--- src/rtl/kbd_pkg.sv ---
// kbd_pkg: shared types and scan-code constants for the PS/2 set-2 event decoder.
//   kbd_event_t : one decoded key event {brk, ext, code}
//   kbd_state_t : decoder FSM states
package kbd_pkg;

  typedef struct packed {
    logic       brk;
    logic       ext;
    logic [7:0] code;
  } kbd_event_t;

  typedef enum logic [2:0] {
    ST_IDLE,
    ST_GOT_E0,
    ST_GOT_F0,
    ST_GOT_E0F0,
    ST_SKIP
  } kbd_state_t;

  localparam logic [7:0] SC_BREAK      = 8'hF0;
  localparam logic [7:0] SC_EXT        = 8'hE0;
  localparam logic [7:0] SC_PAUSE      = 8'hE1;
  localparam logic [7:0] SC_FAKE_SHIFT = 8'h12;
  localparam logic [7:0] SC_ERR0       = 8'h00;
  localparam logic [7:0] SC_ERR1       = 8'hFF;
  localparam logic [7:0] PAUSE_CODE    = 8'h77;

endpackage

--- src/rtl/kbd_event_fifo.sv ---
// kbd_event_fifo: first-word-fall-through queue of kbd_event_t.
//   clk, clrn   : clock, async active-low reset
//   push, push_data : enqueue (accepted when not full, or when popping in the same cycle)
//   pop         : dequeue head (ignored when empty)
//   head        : registered head; holds the last head value once the queue drains
//   valid       : queue non-empty
//   count       : number of queued events
//   full        : count == FIFO_DEPTH
module kbd_event_fifo
  import kbd_pkg::*;
#(
  parameter int FIFO_DEPTH = 8,
  localparam int CNT_W = $clog2(FIFO_DEPTH + 1)
) (
  input  logic             clk,
  input  logic             clrn,
  input  logic             push,
  input  kbd_event_t       push_data,
  input  logic             pop,
  output kbd_event_t       head,
  output logic             valid,
  output logic [CNT_W-1:0] count,
  output logic             full
);

  localparam int AW = $clog2(FIFO_DEPTH);
  localparam logic [CNT_W-1:0] DEPTH_C = CNT_W'(FIFO_DEPTH);

  kbd_event_t       mem [FIFO_DEPTH];
  logic [AW-1:0]    wr_ptr;
  logic [AW-1:0]    rd_ptr;
  logic [AW-1:0]    rd_ptr_nx;
  logic [CNT_W-1:0] count_nx;
  kbd_event_t       head_nx;
  logic             push_ok;
  logic             pop_ok;

  assign full    = (count == DEPTH_C);
  assign valid   = (count != '0);
  assign pop_ok  = pop && valid;
  assign push_ok = push && (!full || pop);

  assign rd_ptr_nx = pop_ok ? rd_ptr + AW'(1) : rd_ptr;

  always_comb begin
    count_nx = count;
    if (push_ok && !pop_ok)
      count_nx = count + CNT_W'(1);
    else if (!push_ok && pop_ok)
      count_nx = count - CNT_W'(1);
  end

  // The next head is either already in memory or is the element being
  // written this cycle; the latter only when it ends up as the sole entry.
  always_comb begin
    head_nx = head;
    if (count_nx != '0) begin
      if (push_ok && (rd_ptr_nx == wr_ptr))
        head_nx = push_data;
      else
        head_nx = mem[rd_ptr_nx];
    end
  end

  always_ff @(posedge clk or negedge clrn) begin
    if (!clrn) begin
      wr_ptr <= '0;
      rd_ptr <= '0;
      count  <= '0;
      head   <= '0;
    end else begin
      if (push_ok)
        wr_ptr <= wr_ptr + AW'(1);
      rd_ptr <= rd_ptr_nx;
      count  <= count_nx;
      head   <= head_nx;
    end
  end

  always_ff @(posedge clk) begin
    if (push_ok)
      mem[wr_ptr] <= push_data;
  end

endmodule

--- src/rtl/kbd_event_decoder.sv ---
// kbd_event_decoder: PS/2 set-2 scan-code decoder feeding an event FIFO.
//   clk, clrn     : clock, async active-low reset
//   rx_data/rx_valid/rx_overflow : byte stream from the PS/2 receiver
//   ev_data       : head event {brk, ext, code}, FWFT
//   ev_valid      : event available
//   ev_pop        : consume head event
//   ev_count      : events queued
//   overflow      : sticky drop/receiver-overflow flag, cleared by clr_ovf
// Optional build macro KBD_TYPEMATIC_FILTER_EN adds a held-key bitmap that
// suppresses auto-repeat makes.
//
// state       | meaning
// ST_IDLE     | waiting for the first byte of a sequence
// ST_GOT_E0   | extended prefix seen
// ST_GOT_F0   | break prefix seen
// ST_GOT_E0F0 | extended break prefix seen
// ST_SKIP     | swallowing the tail of a Pause sequence
module kbd_event_decoder
  import kbd_pkg::*;
#(
  parameter int FIFO_DEPTH = 8,
  parameter int PAUSE_SKIP_LEN = 7,
  localparam int CNT_W = $clog2(FIFO_DEPTH + 1)
) (
  input  logic             clk,
  input  logic             clrn,
  input  logic [7:0]       rx_data,
  input  logic             rx_valid,
  input  logic             rx_overflow,
  output logic [9:0]       ev_data,
  output logic             ev_valid,
  input  logic             ev_pop,
  output logic [CNT_W-1:0] ev_count,
  output logic             overflow,
  input  logic             clr_ovf
);

  localparam int SKIP_W = ($clog2(PAUSE_SKIP_LEN + 1) < 1) ? 1 : $clog2(PAUSE_SKIP_LEN + 1);
  localparam logic [SKIP_W-1:0] SKIP_LOAD = SKIP_W'(PAUSE_SKIP_LEN);

  kbd_state_t        state;
  kbd_state_t        state_nx;
  logic [SKIP_W-1:0] skip_cnt;
  logic [SKIP_W-1:0] skip_nx;
  logic              dec_push;
  logic              dec_pause;
  kbd_event_t        dec_ev;
  logic              fifo_push;
  logic              fifo_full;
  logic              fifo_drop;
  kbd_event_t        fifo_head;

  // Decode is combinational so a byte strobed in cycle N is written into the
  // FIFO at the end of cycle N and visible at its head in cycle N+1.
  always_comb begin
    state_nx  = state;
    skip_nx   = skip_cnt;
    dec_push  = 1'b0;
    dec_pause = 1'b0;
    dec_ev    = '0;
    if (rx_overflow) begin
      state_nx = ST_IDLE;
      skip_nx  = '0;
    end else if (rx_valid) begin
      case (state)
        ST_IDLE: begin
          if (rx_data == SC_BREAK)
            state_nx = ST_GOT_F0;
          else if (rx_data == SC_EXT)
            state_nx = ST_GOT_E0;
          else if (rx_data == SC_PAUSE) begin
            dec_push    = 1'b1;
            dec_pause   = 1'b1;
            dec_ev.ext  = 1'b1;
            dec_ev.code = PAUSE_CODE;
            skip_nx     = SKIP_LOAD;
            state_nx    = (PAUSE_SKIP_LEN == 0) ? ST_IDLE : ST_SKIP;
          end else if (rx_data != SC_ERR0 && rx_data != SC_ERR1) begin
            dec_push    = 1'b1;
            dec_ev.code = rx_data;
          end
        end
        ST_GOT_E0: begin
          if (rx_data == SC_BREAK)
            state_nx = ST_GOT_E0F0;
          else if (rx_data == SC_EXT)
            state_nx = ST_GOT_E0;
          else begin
            state_nx = ST_IDLE;
            if (rx_data != SC_FAKE_SHIFT) begin
              dec_push    = 1'b1;
              dec_ev.ext  = 1'b1;
              dec_ev.code = rx_data;
            end
          end
        end
        ST_GOT_F0: begin
          state_nx = ST_IDLE;
          if (rx_data != SC_EXT && rx_data != SC_BREAK && rx_data != SC_PAUSE) begin
            dec_push    = 1'b1;
            dec_ev.brk  = 1'b1;
            dec_ev.code = rx_data;
          end
        end
        ST_GOT_E0F0: begin
          state_nx = ST_IDLE;
          if (rx_data != SC_FAKE_SHIFT && rx_data != SC_EXT &&
              rx_data != SC_BREAK && rx_data != SC_PAUSE) begin
            dec_push    = 1'b1;
            dec_ev.brk  = 1'b1;
            dec_ev.ext  = 1'b1;
            dec_ev.code = rx_data;
          end
        end
        ST_SKIP: begin
          if (skip_cnt <= SKIP_W'(1)) begin
            skip_nx  = '0;
            state_nx = ST_IDLE;
          end else begin
            skip_nx = skip_cnt - SKIP_W'(1);
          end
        end
        default: begin
          state_nx = ST_IDLE;
          skip_nx  = '0;
        end
      endcase
    end
  end

  always_ff @(posedge clk or negedge clrn) begin
    if (!clrn) begin
      state    <= ST_IDLE;
      skip_cnt <= '0;
    end else begin
      state    <= state_nx;
      skip_cnt <= skip_nx;
    end
  end

`ifdef KBD_TYPEMATIC_FILTER_EN
  logic [511:0] held;
  logic [8:0]   held_idx;

  assign held_idx = {dec_ev.ext, dec_ev.code};

  // A repeated make of a key already held is suppressed; the bit is set by
  // the decoded make even if the FIFO later has to drop it.
  always_comb begin
    fifo_push = dec_push;
    if (dec_push && !dec_pause && !dec_ev.brk && held[held_idx])
      fifo_push = 1'b0;
  end

  always_ff @(posedge clk or negedge clrn) begin
    if (!clrn)
      held <= '0;
    else if (rx_overflow)
      held <= '0;
    else if (dec_push && !dec_pause)
      held[held_idx] <= !dec_ev.brk;
  end
`else
  assign fifo_push = dec_push;
`endif

  assign fifo_drop = fifo_push && fifo_full && !ev_pop;

  always_ff @(posedge clk or negedge clrn) begin
    if (!clrn)
      overflow <= 1'b0;
    else if (rx_overflow || fifo_drop)
      overflow <= 1'b1;
    else if (clr_ovf)
      overflow <= 1'b0;
  end

  kbd_event_fifo #(
    .FIFO_DEPTH(FIFO_DEPTH)
  ) u_fifo (
    .clk       (clk),
    .clrn      (clrn),
    .push      (fifo_push),
    .push_data (dec_ev),
    .pop       (ev_pop),
    .head      (fifo_head),
    .valid     (ev_valid),
    .count     (ev_count),
    .full      (fifo_full)
  );

  assign ev_data = fifo_head;

endmodule
--- config.mk ---
export PLATFORM = sky130hd
export DESIGN_NAME = kbd_event_decoder
export DESIGN_NICKNAME = d
export VERILOG_FILES = /design/src/rtl/kbd_pkg.sv /design/src/rtl/kbd_event_fifo.sv /design/src/rtl/kbd_event_decoder.sv
export SDC_FILE = /design/constraint.sdc
export NUM_CORES = 1
export LEC_CHECK = 0
export CAP_MARGIN = 10
export CORE_MARGIN = 2
export CORE_UTILIZATION = 55
export DETAILED_ROUTE_END_ITERATION = 16
export GPL_TIMING_DRIVEN = 0
export PLACE_DENSITY = 0.8
export SLEW_MARGIN = 20
export SYNTH_ARGS = -nofsm -noshare
export SYNTH_HDL_FRONTEND = slang
export SYNTH_HIERARCHICAL = 1
export SYNTH_SLANG_ARGS = --single-unit
export TNS_END_PERCENT = 100
--- constraint.sdc ---
create_clock -name clk -period 3.6 [get_ports clk]
set_input_delay 0.72 -clock clk [delete_from_list [all_inputs] [get_ports clk]]
set_output_delay 0.72 -clock clk [all_outputs]
set_load 0.02 [all_outputs]
# == Yosys cells after proc, flatten, opt, wreduce, memory -nomap -nowiden ==
# Memories as Yosys holds them, arrays and structs flattened. A register that Yosys moved wholly into a read port is not among the register bits.
# Index checks and enable logic that the tools add are counted.
# totals
reg_bits,17
ram_bits,80
in_bits,14
word_cells,110
mem_count,1
# op_classes
add_sub_neg,5
order_cmp,1
eq_ne,19
mux,50
n_reduce_logical,28
# memory_table
name,words,width,read_ports,rd_clocked_by_memory_dff,wr,line,source
u_fifo.mem,8,10,1,1,1,kbd_event_fifo.sv:29,kbd_event_t mem [FIFO_DEPTH];
# ops
op,n
two-way mux 9 bit,5
two-way mux 3 bit,13
!= test 8 bit (second input constant),4
one-hot mux 8 bit (4 select lines),1
two-way mux 10 bit,3
== test 8 bit (second input constant),3
two-way mux 8 bit,3
one-hot mux 3 bit (3 select lines),2
two-way mux 1 bit,17
logical AND 1 bit,12
!= test 3 bit (second input constant),4
two-way mux 4 bit,2
!= test 8 x 5 -> 1 bit (second input constant),1
nonzero test 4 bit,2
nonzero test 8 bit,1
adder 3 x 1 -> 3 bit (second input constant),2
== test 3 x 2 -> 1 bit (second input constant),2
logical NOT 1 bit,5
!= test 5 bit (second input constant),1
AND reduction 5 bit,1
adder 4 x 1 -> 4 bit (second input constant),1
== test 4 bit (second input constant),1
one-hot mux 1 bit (4 select lines),1
nonzero test 2 bit,2
other kinds (13),14

# == Depth between registers and ports, before layout ==
# Gate-level depths: netlist of the first run.
# logic_depth
ltp_word,15
mapped_depth,14

# == By module ==
# Netlist of the first run, hierarchy kept.
# modules_own_cells
mod,n_inst,cells_each,area_per_inst_um2,seq_area_each_um2
kbd_event_fifo,1,375,4976.0,2902.8
kbd_event_decoder,1,106,805.8,175.2

# == Worst setup path before layout of the first run ==
# Ideal clock, no wire load.
# synth_path
path_kind,input to register
startpoint,input rx_overflow
endpoint,memory u_fifo/mem[1][0] in the netlist's numbering (enable)
arrival_ns,3.194
required_ns,3.192
slack_ns,-0.002
stages,8
n_path_buf,1
cell_sequence,inv_1 > nand2_1 > nor2_1 > o31ai_4 > inv_1 > clkbuf_1 > o21ai_1 > nor4b_1
# synth_between
elab_chain_len,4
# synth_lines
element,line,source
from (decl),kbd_event_decoder.sv:29,"input logic rx_overflow,"
two-way mux 1 bit,kbd_event_decoder.sv:61,if (rx_overflow) begin
named net dec_push,kbd_event_decoder.sv:45,logic dec_push;
logical AND 1 bit,kbd_event_fifo.sv:41,assign push_ok = push && (!full || pop);
two-way mux 1 bit,kbd_event_fifo.sv:81,if (push_ok)
two-way mux 1 bit (implied by the code),kbd_event_fifo.sv:82,mem[wr_ptr] <= push_data;
to (decl),kbd_event_fifo.sv:29,
# The timed path passes the listed nets, and every way through them passes these cells.

# == Final worst setup path of the first run ==
# layout_path
startpoint,input rx_data[2]
endpoint,"register, netlist name u_fifo/head[2]"
# layout_between
elab_chain_len,15
elab_cells_between_ends,34
# layout_lines
element,line,source
from (decl),kbd_event_decoder.sv:27,"input logic [7:0] rx_data,"
!= test 8 bit / nonzero test 8 bit (equally long branches),kbd_event_decoder.sv:78,end else if (rx_data != SC_ERR0 && rx_data != SC_ERR1) begin
logical AND 1 bit,kbd_event_decoder.sv:78,
two-way mux 1 bit,kbd_event_decoder.sv:78,
two-way mux 1 bit,kbd_event_decoder.sv:71,else if (rx_data == SC_PAUSE) begin
two-way mux 1 bit,kbd_event_decoder.sv:69,else if (rx_data == SC_EXT)
two-way mux 1 bit,kbd_event_decoder.sv:67,if (rx_data == SC_BREAK)
one-hot mux 1 bit (4 select lines) *,kbd_event_decoder.sv:65,case (state)
two-way mux 1 bit *,kbd_event_decoder.sv:64,end else if (rx_valid) begin
two-way mux 1 bit *,kbd_event_decoder.sv:61,
logical AND 1 bit *,kbd_event_fifo.sv:41,
logical NOT 1 bit,kbd_event_fifo.sv:49,else if (!push_ok && pop_ok)
logical AND 1 bit,kbd_event_fifo.sv:49,
two-way mux 4 bit,kbd_event_fifo.sv:49,
two-way mux 4 bit *,kbd_event_fifo.sv:47,if (push_ok && !pop_ok)
nonzero test 4 bit *,kbd_event_fifo.sv:57,if (count_nx != '0) begin
# Mark *: on every way between the ends. The rest lies on a longest branch, timed or not.
# A chain may end at the register's enable or synchronous reset.

==> impl_metrics.json, run 1 <==
{
  "grt_pass1_wl_mm": 20.7,
  "start_util_pct": 56.3,
  "peakVddDrop_mv": 0.398,
  "power_uw": 5130,
  "use_met3_pct": 3.49,
  "fin_worst_skew_ns": 0.0146,
  "use_met2_pct": 38.3,
  "cts_made_buffers": 9,
  "arrival_ns": 3.68,
  "synth_nets": 501,
  "nets": 552,
  "ys_ff_latch": 107,
  "clk_pin_slew_ns": 0.10,
  "insertion_delay_ns": 0.36,
  "ys_types": 74,
  "min_period_ns": 3.45,
  "num_vias": 4216,
  "netlist_area_um2": 5780,
  "synth_xor_area_share_pct": 0.995,
  "use_met1_pct": 33.0,
  "cts_tree": "done",
  "ios": 30,
  "max_cap_violations": 0,
  "fp.dieW_um": 107,
  "viasPerCell": 6.26,
  "final_antenna_net_count": 0,
  "synth_top_family_by_area": "compound AO/OA/AOI/OAI gates",
  "first_pass_iters": 7,
  "setup_tns_ns": 0,
  "cts_sinks": 107,
  "synth-async-reset-ratio_pct": 25.2,
  "synth_compound_area_share_pct": 20.5,
  "critPathRequiredTime_ns": 3.83,
  "slew_headroom_pct": 25.6,
  "drt_iter0_markers": 218,
  "die_h_um": 107,
  "route.detailed.drc": 0,
  "drive_above_1_share_pct": 20.5,
  "report.final.hold_viol_count": 0,
  "antenna_found_initial": 0,
  "synthFlopType": "edfxtp_1",
  "worstPathMaxFanout": 10,
  "hp-class": "primary input to async pin",
  "grt_max_degree": 28,
  "power_density_nw_per_um2": 765,
  "area_growth_pct": 15.9,
  "path_class": "primary input to flip-flop",
  "report.final.setup_viol": 0,
  "die_area_um2": 11300,
  "finalMaxSlewViolations": 0,
  "grt_use_total_pct": 24.2,
  "yosys_warnings": 6,
  "wl_per_cell_um": 20.0,
  "portBuffers": 29,
  "synth_edf_count": 80,
  "yosys.area_share.simple_pct": 11.8,
  "fmax_mhz": 290,
  "status": "completed",
  "postSynthCellCount": 481,
  "fin_crit_sh_pct": 95.8,
  "synthMuxAreaShare_pct": 7.31,
  "p_leak_uw": 0.00251,
  "rows": 37,
  "grt.busiest_layer": "met2",
  "start_kind": "primary input",
  "diodes": 0,
  "clockBufferDepth": 2,
  "synth_fa_ha_area_share_pct": 1.30,
  "yosysSeqAreaShare_pct": 53.2,
  "grt_overflow_total": 0,
  "finalHoldWorstSlack_ns": 0.342,
  "utilization_pct": 65.2,
  "place_congestion": 0.888,
  "dp_hpwl_mm": 9.34,
  "worst_pin_slew_ns": 1.12,
  "grt_pass1_vias": 4018,
  "cts_root_buf": "clkbuf_8",
  "wl_mm": 13.5,
  "setup.worst_path.end_class": "flip-flop",
  "htree_levels": 3,
  "coreArea_um2": 10300,
  "syn_area_per_cell_um2": 12.0
}
[synth_stat cells (5+ instances only)]
cell,number,area (um2)
nor3_2,11,110
o21ai_0,8,40.0
clkbuf_1,19,71.3
nand3_1,16,80.1
nand2_1,20,75.1
edfxtp_1,80,2400
a2111oi_0,10,87.6
inv_1,34,128
a22o_1,11,96.3
a221o_1,10,100
dfrtp_1,27,676
o31ai_2,10,125
a21oi_1,36,180
a211oi_1,15,113
buf_2,6,30.0
nor3_1,7,35.0
nand2b_1,5,31.3
nor2b_1,5,31.3
mux2i_1,40,400
ha_1,6,75.1
nor2_1,15,56.3
a211oi_2,9,113
[path summary, 6_finish.rpt]
path                                       from        endpoint  slack, ns  cells after the start
max in group asynchronous                  clrn  u_fifo/head[4]       2.85                      1
worst min register to register   u_fifo/head[0]  u_fifo/head[0]       0.53                      2
worst max-delay path                 rx_data[2]  u_fifo/head[2]       0.15                     12
min in group clk                 u_fifo/head[0]  u_fifo/head[0]       0.53                      2
worst max register to register  u_fifo/count[0]  u_fifo/head[2]       0.32                     10
worst min-delay path                       clrn     skip_cnt[1]       0.34                      1
[registers in the layout, summed over array words and instances, names as in the netlist]
register / count
u_fifo/mem: 80
u_fifo/head: 10
u_fifo/count: 4
skip_cnt: 3
state: 3
u_fifo/rd_ptr: 3
u_fifo/wr_ptr: 3
overflow: 1
[metal layers]
metal	part of all wire (%)	vias to the layer above	wire, um
met1	43	2084	5800
li1	-	1965	-
met2	48	137	6510
met4	3.3	0	447
met5	0	-	0
met3	5.3	30	708
[timing repair]
item / in CTS / in global routing
cloned: 0 / 1
pin swaps: 1 / 5
hold buffers: 0 / 0
setup endpoints to repair: 61 / 22
endpoints found under the hold margin: 0 / 0
gates resized for setup: 11 / 26
buffers inserted: 0 / 5
[cell families (layout without fill, tap and decap cells)]
kind of cell,Yosys count,after routing
AO/OA/AOI/OAI,142,142
AND/OR/NAND/NOR,112,112
flip-flops,107,107
buffers and inverters,67,123
multiplexers,42,42
adder cells (fa/ha/maj),6,6
XOR/XNOR,5,5
[area by class of cell]
| cell class | instances | area, um2 |
|---|---|---|
| Clock inverter | 6 | 65.1 |
| Inverter | 35 | 131 |
| Multi-Input combinational cell | 307 | 2580 |
| Sequential cell | 107 | 3080 |
| Buffer | 31 | 156 |
| Timing Repair inverter | 1 | 7.51 |
| Fill cell | 769 | 3580 |
| Clock buffer | 10 | 128 |
| Tap cell | 136 | 170 |
| Timing Repair Buffer | 40 | 383 |
[power breakdown]
part           switching, uW  internal, uW
Clock                    389           324
Combinational           1630          1140
Sequential               122          1520
Total                   2140          2990
[layout by cell type (no fill, tap or decap), drive strengths merged, types with 4 or more instances in the layout]
| master | Yosys | routed |
|---|---|---|
| o21ai | 9 | 9 |
| o31ai | 14 | 14 |
| nand2 | 20 | 20 |
| mux2i | 40 | 40 |
| nand2b | 5 | 5 |
| clkbuf | 20 | 28 |
| a221o | 10 | 10 |
| clkdlybuf4s50 | 0 | 20 |
| a211oi | 24 | 24 |
| a2111oi | 11 | 11 |
| xnor2 | 4 | 4 |
| ha | 6 | 6 |
| nor3 | 18 | 18 |
| inv | 35 | 36 |
| a21oi | 37 | 37 |
| nor2b | 5 | 5 |
| buf | 12 | 25 |
| a22o | 11 | 11 |
| edfxtp | 80 | 80 |
| dlymetal6s2s | 0 | 8 |
| clkinv | 0 | 4 |
| nor2 | 16 | 16 |
| dfrtp | 27 | 27 |
| a21boi | 4 | 4 |
| nand3 | 16 | 16 |
[critical path, stage by stage]
cell and delay [ns]:
dlymetal6s2s_1 0.21, or4_4 0.58, o31ai_2 0.08, a21boi_2 0.13
o31ai_4 0.42, clkinvlp_4 0.23, buf_4 0.16, buf_4 0.12
o21ai_2 0.22, a21oi_4 0.16, a211oi_1 0.52, o31ai_2 0.12
[stage by stage]
step	std cells	setup slack (ns)	area [um2]
4_1_cts	667	0.0321	6560
2_1_floorplan	481	-0.00189	5780
5_1_grt	673	-0.0153	6700
3_3_place_gp	646	-1.50	6240
3_5_place_dp	652	-0.776	6330
6_report	673	0.151	6700
Power figures use the tool's default switching activity.
==> run 2: changes to the inputs <==
- CAP_MARGIN: 10 -> 20
==> results of run 2 <==
Final layout, timing and power as in run 1 (identical DEF).
==> run 3: changes to the inputs <==
- ABC_AREA: not set -> 1
- CORE_UTILIZATION: 55 -> 54
- CTS_BUF_LIST: not set -> sky130_fd_sc_hd__clkbuf_16
- PLACE_DENSITY: 0.8 -> 0.79
==> impl_metrics.json, run 3 <==
{
  "max_stage_delay_ns": 0.76,
  "power_density_nw_per_um2": 744,
  "top_register": "u_fifo/mem",
  "path_cells": "clkdlybuf4s50_1 -> inv_1 -> nand2_1 -> nor2_2 -> o21ai_0 -> nand3_1 -> nand3_2 -> nand2_2 -> inv_1 -> nand2_2 -> inv_1 -> nand2_1 -> nor2_1",
  "diodes": 0,
  "drive_above_1_share_pct": 11.8,
  "max_cap_violations": 0,
  "yosysSeqAreaShare_pct": 53.7,
  "route.detailed.drc": 0,
  "area_growth_pct": 13.5,
  "clk_pin_slew_ns": 0.07,
  "ys_ff_latch": 107,
  "synth_top_area_share_pct": 41.9,
  "coreArea_um2": 10300,
  "htree_levels": 3,
  "synth_area_leaders": "edfxtp_1 42%, nand3_1 14%, dfrtp_1 12%, nand2_1 7.9%, inv_1 7.6%",
  "dp_cells": 826,
  "fin_worst_skew_ns": 0.00866,
  "synth_xor_area_share_pct": 0.764,
  "report.final.hold_viol_count": 0,
  "synthTopCellsByCount": "164 x nand3_1, 120 x nand2_1, 116 x inv_1",
  "yosys_warnings": 6,
  "rows": 37,
  "place_congestion": 0.989,
  "cts_sinks": 107,
  "yosysTopAreaCell": "edfxtp_1",
  "dp_hpwl_mm": 9.32,
  "grt_use_total_pct": 23.4,
  "num_vias": 4645,
  "synth.most_common_cell": "nand3_1",
  "layout.cells.non_filler": 842,
  "min_period_ns": 3.64,
  "postSynthCellCount": 661,
  "synth-async-reset-ratio_pct": 25.2,
  "setup.worst_path.end_class": "flip-flop",
  "cpMostUsedCell": "inv_1",
  "synth_top_family_by_area": "simple AND/OR/NAND/NOR gates",
  "grt_pass1_wl_mm": 20.3,
  "critPathRequiredTime_ns": 3.56,
  "fp.dieW_um": 107,
  "first_pass_iters": 6,
  "die_h_um": 107,
  "p_sw_share_pct": 41.7,
  "cts_root_buf": "clkbuf_16",
  "synth_fa_ha_area_share_pct": 1.31,
  "nets": 722,
  "power_uw": 4840,
  "drt_iter0_markers": 491,
  "num-fill-cells": 796,
  "finalMaxSlewViolations": 0,
  "fin_crit_sh_pct": 101,
  "slew_headroom_pct": 36.1,
  "largest_reg_flops": 80,
  "combPwrFrac_pct": 46.9,
  "fmax_mhz": 275,
  "syn_area_per_cell_um2": 8.67,
  "p_clk_share_pct": 19.7,
  "synth_compound_area_share_pct": 2.62,
  "clockBufferDepth": 2,
  "portBuffers": 29,
  "finalHoldWorstSlack_ns": 0.392,
  "start_util_pct": 55.5,
  "postCtsSetupRepairBufs": 0,
  "die_area_um2": 11500,
  "path_delay_family": "simple AND/OR/NAND/NOR gates",
  "final_common_cell": "nand3_1",
  "status": "finished, violations left",
  "report.final.setup_viol": 10,
  "final_antenna_net_count": 0,
  "p_leak_uw": 0.00299,
  "wl_per_cell_um": 15.4,
  "intPower_uw": 2820,
  "insertion_delay_ns": 0.34,
  "synthMuxAreaShare_pct": 0,
  "preCtsSetupSlack_ns": -0.282,
  "synthFlopType": "edfxtp_1",
  "grt_overflow_total": 0,
  "worstPathMaxFanout": 10,
  "yosys.area_share.simple_pct": 31.1,
  "wl_mm": 12.9,
  "netlist_area_um2": 5730,
  "worstPathBufferInverterCount": 4,
  "viasPerCell": 5.52,
  "grt_max_degree": 28,
  "synth_edf_count": 80,
  "hp-class": "primary input to async pin",
  "cts_made_buffers": 9,
  "antenna_found_initial": 0,
  "grt_pass1_vias": 4353,
  "peakVddDrop_mv": 0.404,
  "synth_nets": 681,
  "cp_slowest_cell": "nor2_1",
  "switching_power_uw": 2020,
  "setup_ws_ns": -0.0429,
  "failed_checks": "setup timing",
  "path_class": "primary input to flip-flop",
  "cts_tree": "done",
  "reg_top3": "u_fifo/mem x80, u_fifo/head x10, u_fifo/count x4",
  "pwr-share-seq_pct": 33.3,
  "mostFrequentLayoutCells": "164 x nand3_1, 120 x nand2_1, 116 x inv_1",
  "worst_pin_slew_ns": 0.959,
  "ios": 30,
  "ys_types": 32,
  "rsz0062_at_grt": "yes",
  "arrival_ns": 3.60,
  "start_kind": "primary input"
}
==> run 3: metal layers <==
layer,up-vias,share of wire (%),routed length [um],GRT usage [%]
li1,2234,-,-,-
met1,2174,39,5090,28.5
met2,209,50,6450,40.0
met3,28,8.0,1030,5.47
met4,0,2.8,363,9.55
met5,-,0,0,0
==> run 3: stage by stage <==
| step | setup TNS (ns) | util (%) | instance area, um2 |
|---|---|---|---|
| 2_1_floorplan | 0 | - | 5730 |
| 3_3_place_gp | -9.57 | 60.0 | 6190 |
| 3_5_place_dp | -17.91 | 60.0 | 6190 |
| 4_1_cts | 0 | 62.8 | 6480 |
| 5_1_grt | -5.61 | 63.0 | 6500 |
| 6_report | -0.420 | 63.0 | 6500 |
==> run 3: final timing paths <==
check	startpoint	end	slack [ns]	cells past startpoint
worst max-delay path	rx_data[4]	u_fifo/mem[4][3]	-0.04	13
worst min-delay path	clrn	u_fifo/head[8]	0.39	1
worst max register to register	state[2]	u_fifo/mem[4][3]	0.55	11
worst min register to register	u_fifo/head[5]	u_fifo/head[5]	0.51	2
max in group asynchronous	clrn	u_fifo/rd_ptr[1]	2.79	1
min in group clk	u_fifo/head[5]	u_fifo/head[5]	0.51	2
==> run 3: what timing repair did <==
item | CTS | global route
resized for setup | 0 | 5
setup endpoints to repair | 0 | 80
hold buffers | 0 | 0
==> run 3: final cells by class <==
cell class / count / area [um2] / share of cell area (%)
Multi-Input combinational cell: 404 / 2070 / 31.8
Timing Repair Buffer: 30 / 293 / 4.50
Tap cell: 136 / 170 / 2.62
Clock buffer: 9 / 225 / 3.46
Buffer: 24 / 128 / 1.96
Sequential cell: 107 / 3080 / 47.4
Inverter: 126 / 475 / 7.31
Clock inverter: 6 / 65.1 / 1.00
==> run 3: kinds of logic after synthesis <==
group                    Yosys count
AO/OA/AOI/OAI                     28
XOR/XNOR                           5
adder cells (fa/ha/maj)            6
buffers and inverters            150
flip-flops                       107
AND/OR/NAND/NOR                  365
==> run 3: power by group through the flow <==
| stage | Combinational [uW] | Clock, uW | Sequential, uW |
|---|---|---|---|
| final | 2270 | 956 | 1610 |
| after global routing | 2460 | 1020 | 1630 |
| after CTS | 2230 | 967 | 1610 |
| after detailed placement | 2210 | 0 | 1630 |
| after global placement | 2140 | 0 | 1630 |
| after floorplan | 1440 | 0 | 1720 |
